### src/rtl/mac_pkg.sv
// Shared types and constants for the MAC sequencer and accumulator blocks.
package mac_pkg;

  typedef enum logic [1:0] {
    IDLE = 2'd0,
    RUN  = 2'd1,
    DONE = 2'd2
  } state_t;

  localparam int MAC_IN_W  = 16;
  localparam int MAC_OUT_W = 32;
  localparam int ACC_W_DEF = 40;
  localparam int LEN_W_DEF = 8;

endpackage

### src/rtl/mac_acc_reg.sv
// Wide accumulator register: clear, load-with-value and add-enable, in that priority.
module mac_acc_reg
  import mac_pkg::*;
#(
  parameter int ACC_W = ACC_W_DEF
) (
  input  logic             clk,
  input  logic             rst_n,
  input  logic             clr,
  input  logic             load,
  input  logic [ACC_W-1:0] load_val,
  input  logic             add_en,
  input  logic [ACC_W-1:0] add_val,
  output logic [ACC_W-1:0] acc
);

  always_ff @(posedge clk or negedge rst_n) begin
    if (!rst_n) begin
      acc <= '0;
    end else if (clr) begin
      acc <= '0;
    end else if (load) begin
      acc <= load_val;
    end else if (add_en) begin
      acc <= acc + add_val;
    end
  end

endmodule

### src/rtl/mac_vec_accum.sv
// Dot-product sequencer: streams operand pairs into an external MAC stage,
// injects the bias on the first element only, and accumulates registered results.
module mac_vec_accum
  import mac_pkg::*;
#(
  parameter int ACC_W = ACC_W_DEF,
  parameter int LEN_W = LEN_W_DEF
) (
  input  logic                 clk,
  input  logic                 rst_n,
  input  logic                 start,
  input  logic [LEN_W-1:0]     len,
  input  logic [MAC_IN_W-1:0]  bias,
  input  logic                 in_valid,
  output logic                 in_ready,
  input  logic [MAC_IN_W-1:0]  in_a,
  input  logic [MAC_IN_W-1:0]  in_b,
  output logic [MAC_IN_W-1:0]  mac_a,
  output logic [MAC_IN_W-1:0]  mac_b,
  output logic [MAC_IN_W-1:0]  mac_c,
  input  logic [MAC_OUT_W-1:0] mac_r,
  output logic                 out_valid,
  input  logic                 out_ready,
  output logic [ACC_W-1:0]     out_data,
  output logic                 busy
);

  localparam logic [LEN_W-1:0] LEN_ONE = LEN_W'(1);

  state_t               state_reg, state_next;
  logic [LEN_W-1:0]     len_q, issued_reg, retired_reg;
  logic [MAC_IN_W-1:0]  bias_q;
  logic                 pipe_v_reg;
  logic                 acc_clr, acc_load;
  logic                 xfer, last_retire;
  logic [ACC_W-1:0]     acc;

  assign xfer        = in_valid & in_ready;
  // The final retire is the one that brings retired up to the latched length.
  assign last_retire = pipe_v_reg && ((retired_reg + LEN_ONE) == len_q);

  always_ff @(posedge clk or negedge rst_n) begin
    if (!rst_n) begin
      state_reg <= IDLE;
    end else begin
      state_reg <= state_next;
    end
  end

  always_comb begin
    state_next = state_reg;
    in_ready   = 1'b0;
    out_valid  = 1'b0;
    acc_clr    = 1'b0;
    acc_load   = 1'b0;
    case (state_reg)
      IDLE: begin
        if (start) begin
          if (len != '0) begin
            acc_clr    = 1'b1;
            state_next = RUN;
          end else begin
            acc_load   = 1'b1;
            state_next = DONE;
          end
        end
      end
      RUN: begin
        in_ready = (issued_reg < len_q);
        if (last_retire) begin
          state_next = DONE;
        end
      end
      DONE: begin
        out_valid = 1'b1;
        if (out_ready) begin
          state_next = IDLE;
        end
      end
      default: state_next = IDLE;
    endcase
  end

  always_ff @(posedge clk or negedge rst_n) begin
    if (!rst_n) begin
      len_q       <= '0;
      bias_q      <= '0;
      issued_reg  <= '0;
      retired_reg <= '0;
      pipe_v_reg  <= 1'b0;
      mac_a       <= '0;
      mac_b       <= '0;
      mac_c       <= '0;
    end else begin
      if (state_reg == IDLE && start) begin
        len_q       <= len;
        bias_q      <= bias;
        issued_reg  <= '0;
        retired_reg <= '0;
      end
      // Operand regs hold through bubbles; only pipe_v marks a live element.
      pipe_v_reg <= xfer;
      if (xfer) begin
        mac_a      <= in_a;
        mac_b      <= in_b;
        mac_c      <= (issued_reg == '0) ? bias_q : '0;
        issued_reg <= issued_reg + LEN_ONE;
      end
      if (pipe_v_reg) begin
        retired_reg <= retired_reg + LEN_ONE;
      end
    end
  end

  mac_acc_reg #(
    .ACC_W (ACC_W)
  ) u_acc (
    .clk      (clk),
    .rst_n    (rst_n),
    .clr      (acc_clr),
    .load     (acc_load),
    .load_val ({{(ACC_W-MAC_IN_W){1'b0}}, bias}),
    .add_en   (pipe_v_reg),
    .add_val  ({{(ACC_W-MAC_OUT_W){1'b0}}, mac_r}),
    .acc      (acc)
  );

  assign out_data = acc;
  assign busy     = (state_reg != IDLE);

endmodule

### config.mk
export PLATFORM = sky130hd
export DESIGN_NAME = mac_vec_accum
export DESIGN_NICKNAME = d
export VERILOG_FILES = /design/src/rtl/mac_pkg.sv /design/src/rtl/mac_acc_reg.sv /design/src/rtl/mac_vec_accum.sv
export SDC_FILE = /design/constraint.sdc
export NUM_CORES = 1
export LEC_CHECK = 0
export ABC_AREA = 0
export BUFFER_PORTS_ARGS = -buffer_cell sky130_fd_sc_hd__buf_2
export CORE_ASPECT_RATIO = 0.6
export CORE_MARGIN = 4
export CORE_UTILIZATION = 40
export DETAILED_ROUTE_END_ITERATION = 10
export GPL_ROUTABILITY_DRIVEN = 0
export PLACE_DENSITY_LB_ADDON = 0.05
export SYNTH_ARGS = -nofsm -noshare
export SYNTH_HDL_FRONTEND = slang
export SYNTH_SLANG_ARGS = --single-unit
### constraint.sdc
create_clock -name clk -period 3.5 [get_ports clk]
set_input_delay 0.35 -clock clk [delete_from_list [all_inputs] [get_ports clk]]
set_output_delay 0.35 -clock clk [all_outputs]
set_load 0.05 [all_outputs]
[Word-level counts from Yosys, hierarchy flattened]
Cells that the tools add are included.
W data, S select, Z words.
Word-level totals
  flip-flop bits (word level): 131
  output and inout bits: 91
  word-level logic and storage cells: 51
Operators by class
  add/subtract/negate cells: 3
  $lt $le $gt $ge: 1
  eq/ne operators: 6
  multiplexer cells: 20
  bitwise operators: 1
  reductions and logical operators: 10
Operators with widths (count)
  $mux W40: 3
  $add A40 B32 Y40: 1
  $mux W8: 3
  $add A8 B1 Y8 const B: 2
  $mux W16: 1
  $eq A8 B8 Y1: 1
  $logic_not A8 Y1: 1
  $lt A8 B8 Y1: 1
  $mux W1: 8
  $mux W2: 4
  $reduce_bool A8 Y1: 1
  $ne A2 B2 Y1 const B: 3
  $pmux W2 S3: 1
  $reduce_bool A2 Y1: 3
  $reduce_and A3 Y1: 1
  $reduce_bool A3 Y1: 1
  $eq A2 B1 Y1 const B: 1
  $eq A2 B2 Y1 const B: 1
  $logic_and A1 B1 Y1: 2
  $logic_not A2 Y1: 1
  $and A1 B1 Y1: 1

[Longest topological paths before layout]
  word-level depth: 6
  depth in mapped cells: 12

[Cells and area by module]
Synthesis repeated with hierarchy kept, for this count alone.
Second synthesis, totals
  cells, all modules: 926
  area total of the unflattened synthesis: 8405.6 um^2
Modules (own cells, without submodules)
  mac_vec_accum: times used 1, cells each 399, area each 4247.8 um^2
  mac_acc_reg: times used 1, cells each 527, area each 4157.7 um^2

[Worst setup path after synthesis]
No wires, ideal clock.
  path kind: register to register
  start: reg u_acc.acc[0]
  end: reg u_acc.acc[34]
  library setup time: 0.128 ns
  data arrival time: 2.894 ns
  required time: 3.372 ns
  setup slack: 0.477 ns
  stages on the path, launching flop included: 13
  path through: dfrtp_1 ha_1 inv_1 fa_1 nor2b_1 o31ai_1 a21oi_2 a31oi_2 a221o_2 a311oi_4 o31ai_4 mux2i_1 nand3_1
On the way
  word-level cells in the longest chain between the ends: 4
Ends and longest elaborated chain
  from (decl): RTL line mac_acc_reg.sv:14  | output logic [ACC_W-1:0] acc
  from (signal assigned): RTL line mac_acc_reg.sv:23  | acc <= load_val;
  from (signal assigned): RTL line mac_acc_reg.sv:25  | acc <= acc + add_val;
  $add A40 B32 Y40: RTL line mac_acc_reg.sv:25
  $mux W40: RTL line mac_acc_reg.sv:24  | end else if (add_en) begin
  $mux W40: RTL line mac_acc_reg.sv:22  | end else if (load) begin
  $mux W40: RTL line mac_acc_reg.sv:20  | end else if (clr) begin
No other way between the ends. The select of a mux whose other input is x is not followed.
A chain may end at the register's enable or synchronous reset.

[Worst setup path after layout]
  start: reg u_acc.acc[0]
  end: reg u_acc.acc[38]
Same word-level chain as after synthesis.

==> flow_metrics.env <==
export IMPL_status="complete, but fails checks"
export IMPL_violations="negative hold slack"
export IMPL_rows=38
export IMPL_syn_area_per_cell_um2=9.66
export IMPL_cp_start_kind="flip-flop"
export IMPL_yosysTopAreaCell="dfrtp_1"
export IMPL_fin_crit_ns=3.13
export IMPL_cap_violations=0
export IMPL_ys_flop_type="dfrtp_1"
export IMPL_cts_max_path_buffers=2
export IMPL_cp_arrival_ns=3.43
export IMPL_cellPowerDensity_nw_per_um2=896
export IMPL_final_cell_mix="182 x buf_2, 130 x dfrtp_1, 126 x nand2_1"
export IMPL_clkTransAtPathRegs_ns=0.07
export IMPL_largest_reg_flops=40
export IMPL_regMostFlops="u_acc.acc"
export IMPL_synthArstFlopShare_pct=100
export IMPL_cts_buffers=17
export IMPL_finalCritPeriodShare_pct=89.6
export IMPL_crit_fanout=6
export IMPL_start_util_pct=41.1
export IMPL_r2r_end="u_acc.acc[38]"
export IMPL_reg2reg_from="u_acc.acc[0]"
export IMPL_grt_pass1_vias=6448
export IMPL_rr_worst_depth=12
export IMPL_antenna_found_initial=0
export IMPL_routed_wl_um=21000
export IMPL_grt_pass1_wl_um=34000
export IMPL_numPortBuffers=183
export IMPL_worst_slew_pin_slew_ns=1.08
export IMPL_syn_num_nets=913
export IMPL_fin_area_um2=9210
export IMPL_die_y_um=114
export IMPL_critPathKind="flip-flop to flip-flop"
export IMPL_post_cts_buffers=0
export IMPL_timing_fmax_mhz=319
export IMPL_place_area_um2=8650
export IMPL_postCtsHoldBufs=0
export IMPL_synth_top_cell_area_share_pct=43.7
export IMPL_drt_iter0_drc=545
export IMPL_synth_cells=777
export IMPL_hold_worst_slack_ns=-0.0120
export IMPL_final_nets=1088
export IMPL_synth_cell_types=62
export IMPL_synth_area_leaders="dfrtp_1 44%, ha_1 7.0%, nand2_1 6.3%, mux2_2 5.2%, mux2i_1 3.7%"
export IMPL_hold_viol=12
export IMPL_cts_root_buf="clkbuf_16"
export IMPL_drc_errors=0
export IMPL_gr_total_overflow=0
export IMPL_netlist_area_um2=7510
export IMPL_dieArea_um2=21100
export IMPL_final_common_cell="buf_2"
export IMPL_rsz0062_at_grt="no"
export IMPL_yosysWarningCount=0
export IMPL_maxSlewHeadroom_pct=27.8
export IMPL_design_core_area_um2=18300
export IMPL_vias=6494
export IMPL_dieWidth_um=185
export IMPL_dpl_hpwl_um=15500
export IMPL_synth_seq_cells=131
export IMPL_clk_latency_ns=0.43
export IMPL_drive_above_1_share_pct=28.5
export IMPL_drt_pass1_iter_count=5
export IMPL_setup_viol_count_final=0
export IMPL_leakage_nw=4.54
export IMPL_hp_class="input port to asynchronous set/reset pin"
export IMPL_cts_sinks=131
export IMPL_crit_required_ns=3.79
export IMPL_ant_nets=0
export IMPL_fin_setup_tns_ns=0
export IMPL_grt_usage_pct=20.2
export IMPL_cts_tree="done"
export IMPL_final_util_pct=50.4
export IMPL_slew_viol_final=0
export IMPL_power_total_mw=8.25
export IMPL_synth_edf_count=0
export IMPL_grt_max_degree=84
export IMPL_syn_to_final_growth_pct=22.6
export IMPL_ys_seq_area_share_pct=43.7
export IMPL_vias_per_cell=5.39
export IMPL_htree_num_levels=4
export IMPL_skew_ns=0.0119
export IMPL_rrSetupSlack_ns=0.37
export IMPL_diodes=0
export IMPL_postCtsResizedCells=0
export IMPL_ir_drop_mv=0.562
export IMPL_end_kind="flip-flop"
export IMPL_n_fill_cell=1702
export IMPL_post_drt_wl_per_cell_um=17.4
export IMPL_pin_count=184
-- layer usage --
layer / vias to the layer above / track usage, % / routed length, um
met1: 3160 / 30.0 / 10300
met2: 194 / 30.1 / 9240
li1: 3122 / - / -
met4: 0 / 4.64 / 167
met5: - / 0 / 0
met3: 18 / 4.83 / 1320
-- area by class of cell --
class                   instances  area (um2)  area share [%]
repair buffers                189         992            10.8
clock buffers                  17         425            4.62
inverters                      31         116            1.26
flip-flops and latches        131        3280            35.6
multi-input cells             582        3960            43.0
clock inverters                15         138            1.49
well taps                     240         300            3.26
-- worst max path at each step --
| stage | from | end | slack [ns] |
|---|---|---|---|
| 3_5_place_dp | mac_r[0] | u_acc.acc[34] | 0.30 |
| 2_1_floorplan | u_acc.acc[0] | u_acc.acc[34] | 0.48 |
| 5_1_grt | u_acc.acc[0] | u_acc.acc[38] | 0.12 |
| 4_1_cts | u_acc.acc[0] | u_acc.acc[38] | 0.34 |
| 3_3_place_gp | mac_r[0] | u_acc.acc[38] | 0.40 |
| 6_report | u_acc.acc[0] | u_acc.acc[38] | 0.37 |
-- kinds of logic (layout without fill, tap and decap cells) --
logic type               count (synthesis)  in the layout  synth area share, %
AO/OA/AOI/OAI                          179            179                 15.5
XOR/XNOR                                43             43                 5.01
adder cells (fa/ha/maj)                 43             43                 7.26
buffers and inverters                   64            252                 3.80
flip-flops                             131            131                 43.7
multiplexers                            63             63                 8.98
AND/OR/NAND/NOR                        254            254                 15.8
-- cells in the mapped netlist, types with 6 or more instances --
library cell	count
dfrtp_1	131
a21o_1	19
and3_1	11
inv_1	31
o21a_1	6
nor2b_1	7
xor2_1	16
buf_2	6
clkbuf_1	17
nand2_1	127
o21ai_0	55
mux2i_1	28
and2_1	6
o22ai_1	15
xnor2_1	27
mux2_2	35
nand3b_1	6
nor3_1	8
a31oi_1	12
nor2_1	29
ha_1	42
nand4_1	6
nand3_1	26
a21oi_1	35
nor4_1	6
-- per-stage QoR --
stage | instances | setup WS (ns)
6_report | 1205 | 0.366
5_1_grt | 1205 | 0.120
4_1_cts | 1205 | 0.340
3_5_place_dp | 1173 | 0.296
3_3_place_gp | 1173 | 0.397
2_1_floorplan | 777 | 0.477
-- critical path, stage by stage (launching register included) --
cell and delay, ns:
dfrtp_1 0.40, ha_1 0.22, inv_1 0.07, fa_1 0.20, nor2b_1 0.07, o31ai_1 0.44
a21oi_2 0.14, a31oi_2 0.32, a221o_2 0.30, a311oi_4 0.13, o31ai_4 0.39, mux2i_1 0.24
nand3_1 0.08
-- power by group --
part | switching [mW] | internal (mW)
sequential | 0.377 | 1.93
clock | 0.784 | 0.940
combinational | 2.73 | 1.49
Note: power is estimated with default switching activity, not from simulation.
